==> config.mk <==
export PLATFORM = sky130hd
export DESIGN_NAME = scaler_line_ctrl
export DESIGN_NICKNAME = d
export VERILOG_FILES = /design/src/rtl/scaler_line_ctrl.sv
export SDC_FILE = /design/constraint.sdc
export NUM_CORES = 1
export LEC_CHECK = 0
export CORE_ASPECT_RATIO = 0.75
export CORE_UTILIZATION = 54
export DETAILED_ROUTE_END_ITERATION = 10
export GPL_TIMING_DRIVEN = 0
export PLACE_DENSITY_LB_ADDON = 0.15
export SETUP_SLACK_MARGIN = 0.02
export SLEW_MARGIN = 20
export SYNTH_ARGS = -nofsm -noshare
export SYNTH_HDL_FRONTEND = slang
export SYNTH_SLANG_ARGS = --single-unit
==> constraint.sdc <==
create_clock -name clk -period 3.7 [get_ports clk]
set_input_delay 0.37 -clock clk [delete_from_list [all_inputs] [get_ports clk]]
set_output_delay 0.37 -clock clk [all_outputs]
set_load 0.05 [all_outputs]
==> src/rtl/scaler_line_ctrl.sv <==
// Ping-pong line-buffer controller: writes a pixel line into one RAM bank while
// resampling the other bank out through a fixed-point step accumulator.
module scaler_line_ctrl #(
    parameter int unsigned ADDR_WIDTH = 11,
    parameter int unsigned DATA_WIDTH = 8,
    parameter int unsigned FRAC_BITS  = 12
) (
    input  logic                  clk,
    input  logic                  rst,
    input  logic [10:0]           cfg_src_w,
    input  logic [10:0]           cfg_dst_w,
    input  logic [15:0]           cfg_step,
    input  logic [3:0]            cfg_vrep,
    input  logic                  s_valid,
    output logic                  s_ready,
    input  logic [DATA_WIDTH-1:0] s_data,
    output logic                  m_valid,
    input  logic                  m_ready,
    output logic [DATA_WIDTH-1:0] m_data,
    output logic                  m_eol,
    output logic [ADDR_WIDTH-1:0] ram_a_addr,
    output logic [DATA_WIDTH-1:0] ram_a_wr_data,
    output logic                  ram_a_wr_en,
    output logic [ADDR_WIDTH-1:0] ram_b_addr,
    input  logic [DATA_WIDTH-1:0] ram_b_rd_data,
    output logic [1:0]            bank_full
);

    localparam int unsigned COL_W = ADDR_WIDTH - 1;
    localparam int unsigned CFG_W = 11;
    localparam int unsigned ACC_W = 27;
    localparam int unsigned IDX_W = ACC_W - FRAC_BITS;

    typedef enum logic [1:0] {
        R_IDLE  = 2'd0,
        R_LINE  = 2'd1,
        R_DRAIN = 2'd2
    } rstate_e;

    rstate_e              state_q, state_d;
    logic [1:0]           bank_full_q, bank_full_d;
    logic                 w_bank_q, w_bank_d;
    logic [COL_W-1:0]     w_col_q, w_col_d;
    logic                 r_bank_q, r_bank_d;
    logic [ACC_W-1:0]     acc_q, acc_d;
    logic [CFG_W-1:0]     o_col_q, o_col_d;
    logic [3:0]           pass_q, pass_d;
    logic                 inflight_q, inflight_d;
    logic                 inflight_eol_q, inflight_eol_d;
    logic [1:0]           occ_q, occ_d;
    logic                 wptr_q, wptr_d;
    logic                 rptr_q, rptr_d;
    logic [DATA_WIDTH-1:0] fifo_data_q [2];
    logic [1:0]           fifo_eol_q;

    logic                 w_hs;
    logic                 w_last;
    logic                 set_bank;
    logic                 clr_bank;
    logic                 issue;
    logic                 issue_ok;
    logic                 o_col_last;
    logic                 pop;
    logic                 push;
    logic [CFG_W-1:0]     src_last;
    logic [IDX_W-1:0]     idx_raw;
    logic [COL_W-1:0]     idx;
    logic [2:0]           credit;

    // Write side: port A is driven straight from the input stream.
    assign s_ready       = ~bank_full_q[w_bank_q];
    assign w_hs          = s_valid & s_ready;
    assign w_last        = (CFG_W'(w_col_q) == (cfg_src_w - CFG_W'(1)));
    assign ram_a_addr    = {w_bank_q, w_col_q};
    assign ram_a_wr_data = s_data;
    assign ram_a_wr_en   = w_hs;
    assign bank_full     = bank_full_q;

    // Source index is the integer part of the accumulator, clamped to the line end.
    assign src_last   = cfg_src_w - CFG_W'(1);
    assign idx_raw    = IDX_W'(acc_q >> FRAC_BITS);
    assign idx        = (idx_raw > IDX_W'(src_last)) ? COL_W'(src_last) : COL_W'(idx_raw);
    assign ram_b_addr = {r_bank_q, idx};
    assign o_col_last = (o_col_q == (cfg_dst_w - CFG_W'(1)));

    // Never issue more reads than the FIFO can absorb once they return.
    assign pop      = m_valid & m_ready;
    assign push     = inflight_q;
    assign credit   = 3'({1'b0, occ_q}) + 3'(inflight_q) - 3'(pop);
    assign issue_ok = (credit < 3'd2);

    assign m_valid = (occ_q != 2'd0);
    assign m_data  = fifo_data_q[rptr_q];
    assign m_eol   = fifo_eol_q[rptr_q] & m_valid;

    always_comb begin
        w_col_d  = w_col_q;
        w_bank_d = w_bank_q;
        set_bank = 1'b0;
        if (w_hs) begin
            if (w_last) begin
                w_col_d  = '0;
                w_bank_d = ~w_bank_q;
                set_bank = 1'b1;
            end else begin
                w_col_d = w_col_q + COL_W'(1);
            end
        end
    end

    // Read FSM next-state and datapath.
    always_comb begin
        state_d        = state_q;
        r_bank_d       = r_bank_q;
        acc_d          = acc_q;
        o_col_d        = o_col_q;
        pass_d         = pass_q;
        issue          = 1'b0;
        clr_bank       = 1'b0;
        case (state_q)
            R_IDLE: begin
                if (bank_full_q[r_bank_q]) begin
                    acc_d   = '0;
                    o_col_d = '0;
                    pass_d  = '0;
                    state_d = R_LINE;
                end
            end
            R_LINE: begin
                if (issue_ok) begin
                    issue   = 1'b1;
                    acc_d   = acc_q + ACC_W'(cfg_step);
                    o_col_d = o_col_q + CFG_W'(1);
                    if (o_col_last) begin
                        if (pass_q < cfg_vrep) begin
                            pass_d  = pass_q + 4'd1;
                            acc_d   = '0;
                            o_col_d = '0;
                        end else begin
                            state_d = R_DRAIN;
                        end
                    end
                end
            end
            R_DRAIN: begin
                clr_bank = 1'b1;
                r_bank_d = ~r_bank_q;
                state_d  = R_IDLE;
            end
            default: begin
                state_d = R_IDLE;
            end
        endcase
    end

    // Set and clear always target different banks, so both apply.
    always_comb begin
        bank_full_d = bank_full_q;
        if (set_bank) begin
            bank_full_d[w_bank_q] = 1'b1;
        end
        if (clr_bank) begin
            bank_full_d[r_bank_q] = 1'b0;
        end
    end

    always_comb begin
        inflight_d     = issue;
        inflight_eol_d = issue & o_col_last;
        occ_d          = occ_q + 2'(push) - 2'(pop);
        wptr_d         = push ? ~wptr_q : wptr_q;
        rptr_d         = pop ? ~rptr_q : rptr_q;
    end

    always_ff @(posedge clk or posedge rst) begin
        if (rst) begin
            state_q        <= R_IDLE;
            bank_full_q    <= '0;
            w_bank_q       <= 1'b0;
            w_col_q        <= '0;
            r_bank_q       <= 1'b0;
            acc_q          <= '0;
            o_col_q        <= '0;
            pass_q         <= '0;
            inflight_q     <= 1'b0;
            inflight_eol_q <= 1'b0;
            occ_q          <= '0;
            wptr_q         <= 1'b0;
            rptr_q         <= 1'b0;
        end else begin
            state_q        <= state_d;
            bank_full_q    <= bank_full_d;
            w_bank_q       <= w_bank_d;
            w_col_q        <= w_col_d;
            r_bank_q       <= r_bank_d;
            acc_q          <= acc_d;
            o_col_q        <= o_col_d;
            pass_q         <= pass_d;
            inflight_q     <= inflight_d;
            inflight_eol_q <= inflight_eol_d;
            occ_q          <= occ_d;
            wptr_q         <= wptr_d;
            rptr_q         <= rptr_d;
        end
    end

    // Output FIFO storage; RAM data is captured in the cycle after issue.
    always_ff @(posedge clk or posedge rst) begin
        if (rst) begin
            fifo_data_q[0] <= '0;
            fifo_data_q[1] <= '0;
            fifo_eol_q     <= '0;
        end else if (push) begin
            fifo_data_q[wptr_q] <= ram_b_rd_data;
            fifo_eol_q[wptr_q]  <= inflight_eol_q;
        end
    end

endmodule

# == Word-level counts from Yosys, hierarchy flattened ==
# Index checks and enable logic that the tools add are counted.
# word_totals
memories,0
register_bits,82
ram_bits,0
wordCells,121
latchBits,0
output_inout_bits,44
inputBits,62
mem_bits_ro,0
# op_classes
order_cmp,13
bitwise,14
mux,48
div,0
add_sub_neg,10
n_shift,0
eq_ne,9
n_reduce_logical,11
multipliers,0
# op_table
cell,count
27-bit two-way mux,4
27-bit one-hot mux with 2 select lines,1
11-bit two-way mux,4
8-bit two-way mux,4
27-bit by 16-bit adder with 27-bit output,1
11-bit one-hot mux with 2 select lines,1
"11-bit by 1-bit subtractor with 11-bit output, second input constant",2
10-bit two-way mux,2
16-bit bitwise mux,1
4-bit two-way mux,4
15-bit by 11-bit greater-than comparator with 1-bit output,1
1-bit two-way mux,14
2-bit two-way mux,6
"11-bit by 1-bit adder with 11-bit output, second input constant",1
10-bit by 11-bit equality test with 1-bit output,1
11-bit equality test,1
"10-bit by 1-bit adder with 10-bit output, second input constant",1
"2-bit != test, second input constant",5
8-bit demux with 1-bit select,1
"1-bit by 2-bit < comparator with 1-bit output, second input constant",4
4-bit one-hot mux with 2 select lines,1
1-bit inverter,5
5-bit AND reduction,1
"4-bit by 1-bit adder with 4-bit output, second input constant",1
other kinds (25),38

# == Depth between registers and ports, before layout ==
# Gate-level depths: netlist of the first run.
# logic_depth
ltp_word,8
ltp_mapped,17
mapped_depth_nobuf,15

# == Worst setup path after synthesis of the first run ==
# OpenSTA, ideal clock, no wires.
# synth_timing
path_kind,in2out
from,input cfg_src_w[1]
to,output ram_b_addr[0]
setup_slack_ns,-0.091
arrival_time_ns,3.421
required_time_ns,3.330
cell_stages,11
cell_sequence,or4_4 -> nor3b_1 -> xnor2_1 -> ha_1 -> nand3_1 -> o21bai_1 -> a21oi_1 -> o221ai_1 -> nand3_1 -> buf_2 -> mux2i_1
# synth_between
elab_chain_len,3
# synth_rtl
element,line,source
"start, declared",10,"input logic [10:0] cfg_src_w,"
11-bit by 1-bit subtractor with 11-bit output,80,assign src_last = cfg_src_w - CFG_W'(1);
15-bit by 11-bit greater-than comparator with 1-bit output,82,assign idx = (idx_raw > IDX_W'(src_last)) ? COL_W'(src_last) : COL_W'(idx_raw);
10-bit two-way mux,82,
"end, declared",24,"output logic [ADDR_WIDTH-1:0] ram_b_addr,"
# Every way passes these cells.

# == Worst setup path after layout of the first run ==
# layout_timing
from,input cfg_src_w[2]
to,output ram_b_addr[5]
# layout_between
elab_chain_len,3
# layout_rtl
element,line
11-bit by 1-bit subtractor with 11-bit output *,80
15-bit by 11-bit greater-than comparator with 1-bit output,82
10-bit two-way mux *,82
# Every way passes the cells marked *; elsewhere a longest branch is shown, timed or not.

==> metrics.cfg, run 1 <==
[sta]
finalHoldViolCount=0
setup_viol=0
drv_slew=0
timing.final.crit_share_pct=96.6
whs_ns=0.390
fmax_mhz=280
tightest_slew_ns=0.649
fin_setup_tns_ns=0
fin_skew_ns=0.00968
min_period_ns=3.57
slew_headroom_pct=56.7
setup_slack_ns=0.125

[setup_path]
r2r-end=o_col_q[7]
critPathMaxFanout=5
worstPathRequired_ns=3.33
critPathSlowestCell=or4_4
cpMostUsedCell=buf_6
r2r_slack_ns=0.36
cp_cell_sequence=clkdlybuf4s15_1 > or4_4 > nor3b_4 > xnor2_2 > ha_1 > nand3_2 > o21bai_1 > a21oi_2 > o221ai_1 > nand3_1 > buf_6 > mux2i_4 > buf_6
crit_buf_inv=3
endpoint_kind=primary output
crit_family=simple AND/OR/NAND/NOR gates
worstReg2RegStart=occ_q[1]
crit_path_start_kind=primary input
critical_path_class=in -> out
slowest_delay_ns=0.50
worstPathArrival_ns=3.20
ff2ff_path_depth=16

[placement]
post-place-ws_ns=-1.10
port_buffers=96
hpwl_mm=11.1
gp_congestion=0.871

[layout]
area_delta_synth_final_pct=27.6
antenna_cells=0
final_util_pct=72.2
drive_gt1_share_pct=16.2
nets=844
n_fill_cell=779

[clock_network]
cts_root_buf=clkbuf_16
clk_pin_slew_ns=0.07
htreeDepth=3
cts_tree=yes
cts_buffers=9
cts_buffer_depth=2
clock_latency_ns=0.35
cts_sinks=82
hold_buffers=0

[floorplan]
dieArea_sq_um=11400
die_h_um=92.8
die_w_um=123
num_rows=32
coreArea_sq_um=10500
start_util_pct=56.6
pin_count=106

[synth]
synth_cells=631
synth_edf_count=0
yosys-top-cells-area=dfrtp_1 (35%), ha_1 (7.6%), mux2_2 (4.9%), xnor2_1 (4.9%), mux2i_1 (3.0%)
syn_avg_cell_area_sq_um=9.40
ys_warn_count=0
synth_ff_type=dfrtp_1
synthesis.nets=731
yosys.area.top_type=dfrtp_1
ys_ff_latch=82
async_flop_share_pct=100
synth_area_sq_um=5930
synth_cell_types=71
synth_top_area_share_pct=34.6
ys_seq_area_share_pct=34.6

[drt]
drc_errors=0
final_antenna_net_count=0
drt-initial-drc-count=438
routed_wl_mm=14.5
vias=5293
drtPass1Iterations=7
wire_per_inst_um=16.4
viasPerCell=5.98

[grt]
grt_max_degree=50
grt_pass1_wl_mm=24.2
grt_use_total_pct=27.0
grt_pass1_vias=5203
grt-ovfl-total=0
antenna_found_initial=0

[power]
p_leak_nw=3.29
vdd_ir_drop_max_mv=0.547
powerDensity_nw_per_um2=699

[outcome]
status=completed

[run]
drv_cap=0

[worst_hold_path]
hold_class=in -> async

[layout by cell type (no fill, tap or decap), types with 8 or more instances in the layout]
cell type | netlist | final
dfrtp_1 | 82 | 82
clkdlybuf4s50_1 | 0 | 78
nand2_1 | 47 | 46
inv_1 | 41 | 40
ha_1 | 36 | 35
nor2_1 | 33 | 32
xnor2_1 | 33 | 30
nand3_1 | 30 | 29
mux2_2 | 26 | 26
o21ai_0 | 25 | 25
buf_4 | 11 | 23
a21oi_1 | 20 | 18
xor2_1 | 19 | 17
a31oi_1 | 16 | 16
mux2i_1 | 18 | 15
a21o_1 | 13 | 13
nor3_1 | 13 | 12
or3_1 | 12 | 12
and3_1 | 10 | 10
o211ai_1 | 10 | 10
nor2b_1 | 9 | 9
clkbuf_16 | 0 | 9
o22ai_1 | 8 | 8
[layer usage]
metal	wire, um	GRT usage [%]	vias up
met1	6590	35.6	2559
li1	-	-	2538
met2	6900	44.7	173
met4	196	7.63	0
met5	0	0	-
met3	841	5.73	23
[timing repair]
item / 4_1_cts / 5_1_grt
buffers inserted: 4 / 1
pin swaps: 5 / 6
resized for setup: 96 / 14
gates cloned: 1 / 0
endpoints found under the setup margin: 39 / 47
[where the power goes]
part	total (mW)	leakage (nW)	internal, mW	switching [mW]
clock network	0.888	0.141	0.473	0.415
registers	1.34	1.01	1.16	0.180
logic	3.06	2.14	1.20	1.86
[cell type report]
class / instances / area [sq um] / area share, %
multi-input cells: 480 / 3710 / 49.1
flip-flops and latches: 82 / 2050 / 27.1
repair buffers: 103 / 1010 / 13.4
clock buffers: 9 / 225 / 2.97
plain buffers: 27 / 173 / 2.28
well taps: 136 / 170 / 2.25
inverters: 41 / 156 / 2.07
clock inverters: 7 / 65.1 / 0.859
[cell families (layout without fill, tap and decap cells)]
logic type                 Yosys count  in the layout  share of synthesized area (%)
muxes                               44             44                           7.97
and+or+nand+nor                    205            205                           19.3
adders and majority gates           38             38                           8.26
buffers and inverters               69            187                           5.31
xor gates and xnor gates            53             53                           8.05
DFF                                 82             82                           34.6
AOI/OAI and AO/OA                  140            140                           16.5
[cells in the mapped netlist, drive strengths merged, types with 9 or more instances]
| library cell | n |
|---|---|
| nor2 | 33 |
| nor2b | 9 |
| nand3 | 30 |
| a21oi | 20 |
| a21o | 13 |
| xor2 | 19 |
| buf | 19 |
| and3 | 10 |
| or3 | 12 |
| o211ai | 10 |
| inv | 41 |
| mux2 | 26 |
| clkbuf | 9 |
| ha | 36 |
| a31oi | 16 |
| nand2 | 48 |
| mux2i | 18 |
| nor3 | 15 |
| nand4 | 9 |
| dfrtp | 82 |
| o21ai | 25 |
| xnor2 | 33 |
[flip-flops by register name, indices dropped and copies added, names as in the netlist]
name / flops
pass_q: 4
occ_q: 2
bank_full: 2
w_col_q: 10
inflight_eol_q: 1
acc_q: 27
state_q: 2
fifo_eol_q: 2
wptr_q: 1
o_col_q: 11
fifo_data_q: 16
rptr_q: 1
w_bank_q: 1
r_bank_q: 1
inflight_q: 1
[metrics by stage]
step	area [sq um]	std cells	power [mW]
6_report	7570	885	5.29
5_1_grt	7570	885	5.68
4_1_cts	7530	885	5.28
3_5_place_dp	7100	864	4.33
3_3_place_gp	7070	863	4.23
2_1_floorplan	5930	631	3.50
[worst max path at each step]
| stage | start | endpoint | slack [ns] | cells after the start |
|---|---|---|---|---|
| after global routing | cfg_src_w[5] | ram_b_addr[5] | -0.02 | 13 |
| after detailed placement | cfg_src_w[0] | ram_b_addr[4] | -1.10 | 13 |
| after CTS | cfg_src_w[1] | ram_b_addr[6] | 0.02 | 13 |
| final | cfg_src_w[2] | ram_b_addr[5] | 0.13 | 13 |
| after floorplan | cfg_src_w[1] | ram_b_addr[0] | -0.09 | 11 |
| after global placement | cfg_src_w[0] | ram_b_addr[6] | -1.06 | 13 |
(Power assumes the default switching activity.)
==> run 2: changes to the inputs <==
--- a/config.mk
+++ b/config.mk
@@ -11,6 +11,7 @@
 export GPL_TIMING_DRIVEN = 0
 export PLACE_DENSITY_LB_ADDON = 0.15
 export SETUP_SLACK_MARGIN = 0.02
+export SKIP_CTS_REPAIR_TIMING = 1
 export SLEW_MARGIN = 20
 export SYNTH_ARGS = -nofsm -noshare
 export SYNTH_HDL_FRONTEND = slang
==> run 2 against run 1 <==
First-iteration DRC count down 14%; global-route usage down 0.42 points; design area about the same; count of clock-buffer cells in the layout unchanged; sequential share of layout area about the same; critical path type unchanged; final cell count down 0.11%; combinational power about the same; clock skew up 0.0013 ns; worst hold slack worse by 0.00067 ns; maximum frequency up 0.27%; sequential power about the same; setup slack better by 0.0096 ns.
==> metrics.cfg, run 2 (synthesis results as in run 1) <==
[outcome]
status=completed

[power]
pwr-share-seq_pct=25.3  ; about the same
p_leak_nw=3.34  ; +1.5%
powerDensity_nw_per_um2=697  ; -0.20%
p_sw_mw=2.45  ; -0.24%
p_clk_share_pct=16.8  ; about the same
p_int_mw=2.83  ; about the same
vdd_ir_drop_max_mv=0.546  ; -0.11%
swShare_pct=46.3  ; -0.056 points
pwr-share-comb_pct=57.8  ; about the same
p_total_mw=5.28  ; -0.12%

[setup_path]
worstPathRequired_ns=3.33  ; about the same
worstReg2RegStart=occ_q[1]
critPathSlowestCell=or4_4
critPathMaxFanout=5  ; unchanged
endpoint_kind=primary output
critical_path_class=in -> out
crit_path_start_kind=primary input
slowest_delay_ns=0.60  ; +0.10 ns
startpoint=cfg_src_w[3]
cp_cell_sequence=dlymetal6s2s_1 > or4_4 > nor3b_4 > xnor2_2 > ha_1 > nand3_2 > o21bai_1 > a21oi_2 > o211ai_1 > nand3_2 > buf_6 > mux2i_2 > buf_6
worstPathArrival_ns=3.20  ; about the same

[drt]
vias=5309  ; +0.30%
drc_errors=0  ; unchanged
drt-initial-drc-count=377  ; -14%
drtPass1Iterations=5  ; -2
viasPerCell=6.01  ; +0.42%
wire_per_inst_um=16.5  ; +0.41%
final_antenna_net_count=0  ; unchanged
routed_wl_mm=14.6  ; +0.30%

[sta]
timing.final.crit_share_pct=96.4  ; -0.26 points
tightest_slew_ns=0.638  ; -0.0107 ns
fmax_mhz=280  ; +0.27%
min_period_ns=3.57  ; -0.00959 ns
setup_viol=0  ; unchanged
fin_skew_ns=0.0109  ; +0.00126 ns
slew_headroom_pct=57.4  ; +0.71 points
finalHoldViolCount=0  ; unchanged
drv_slew=0  ; unchanged

[floorplan]
die_h_um=92.8  ; unchanged
num_rows=32  ; unchanged
start_util_pct=56.6  ; unchanged
coreArea_sq_um=10500  ; unchanged
pin_count=106  ; unchanged
die_w_um=123  ; unchanged
dieArea_sq_um=11400  ; unchanged

[layout]
largest_reg_flops=27  ; unchanged
area_delta_synth_final_pct=27.7  ; about the same
drive_gt1_share_pct=15.9  ; -0.25 points
stdcell_count=884  ; -0.11%
final_common_cell=dfrtp_1
antenna_cells=0  ; unchanged
nets=843  ; -0.12%
largest_register=acc_q
reg_top3=acc_q (27), fifo_data_q (16), o_col_q (11)
final_cell_mix=dfrtp_1 (82), clkdlybuf4s50_1 (78), nand2_1 (46)

[run]
drv_cap=0  ; unchanged

[clock_network]
cts_sinks=82  ; unchanged
cts_tree=yes
clk_pin_slew_ns=0.07  ; about the same
clock_latency_ns=0.35  ; about the same
cts_root_buf=clkbuf_16
cts_buffers=9  ; unchanged
cts_buffer_depth=2  ; unchanged
htreeDepth=3  ; unchanged

[placement]
gp_congestion=0.871  ; unchanged
dp.cells=864  ; unchanged
hpwl_mm=11.1  ; unchanged
port_buffers=96  ; unchanged

[grt]
grt_pass1_vias=5159  ; -0.85%
grt_pass1_wl_mm=23.8  ; -1.3%
antenna_found_initial=0  ; unchanged
grt-ovfl-total=0  ; unchanged
grt_use_total_pct=26.6  ; -0.42 points
grt_max_degree=50  ; unchanged

[worst_hold_path]
hold_class=in -> async

[run 2: final timing paths]
check | cells past startpoint | end | slack [ns]
min in group clk | 2 | acc_q[3] | 0.49
setup / recovery | 13 | ram_b_addr[6] | 0.13
hold / removal | 2 | fifo_data_q[9] | 0.39
hold reg to reg | 2 | acc_q[3] | 0.49
setup reg to reg | 16 | acc_q[17] | 0.37
max in group asynchronous | 3 | acc_q[7] | 2.71
[run 2: final cells by class]
class	instances	area, sq um
clock buffer	9	225
multi-input combinational	480	3700
sequential	82	2050
buffer	27	173
clock inverter	7	65.1
tap	136	170
inverter	41	156
fill	771	2910
timing repair buffer	102	1040
[run 2: critical path: cells and delay by family]
family	cells	cell delay, ns
adder cells (fa/ha/maj)	1	0.34
multiplexers	1	0.27
buffers and inverters	3	0.52
AND/OR/NAND/NOR	4	1.10
AO/OA/AOI/OAI	3	0.49
XOR/XNOR	1	0.10
[run 2: power groups by stage]
stage | combinational, mW | clock, mW | sequential, mW
6_report | 3.06 | 0.889 | 1.34
5_1_grt | 3.37 | 0.934 | 1.37
4_1_cts | 3.00 | 0.901 | 1.34
3_5_place_dp | 2.98 | 0 | 1.35
3_3_place_gp | 2.90 | 0 | 1.33
2_1_floorplan | 2.21 | 0 | 1.30
[run 2: layer usage]
metal	global-route usage, %	vias up	routed length [um]
li1	-	2538	-
met3	5.97	15	885
met4	7.83	0	118
met1	35.1	2562	6600
met2	43.4	194	6970
met5	0	-	0
[run 2: metrics by stage]
step	hold slack [ns]	setup TNS, ns	util, %	cell area, sq um	worst slack (ns)
detailed placement	0.479	-17.79	67.6	7100	-1.10
CTS	0.402	-15.94	70.4	7390	-1.13
floorplan	0.454	-0.914	-	5930	-0.0914
finish	0.390	0	72.2	7580	0.135
global placement	0.466	-26.72	67.4	7070	-1.06
global route	0.422	-0.132	72.2	7580	-0.0211
==> run 3: changes to the inputs <==
--- a/config.mk
+++ b/config.mk
@@ -5,6 +5,7 @@
 export SDC_FILE = /design/constraint.sdc
 export NUM_CORES = 1
 export LEC_CHECK = 0
+export ABC_CLOCK_PERIOD_IN_PS = 3700
 export CORE_ASPECT_RATIO = 0.75
 export CORE_UTILIZATION = 54
 export DETAILED_ROUTE_END_ITERATION = 10
==> results of run 3 <==
Final layout, timing and power as in run 2 (identical DEF).
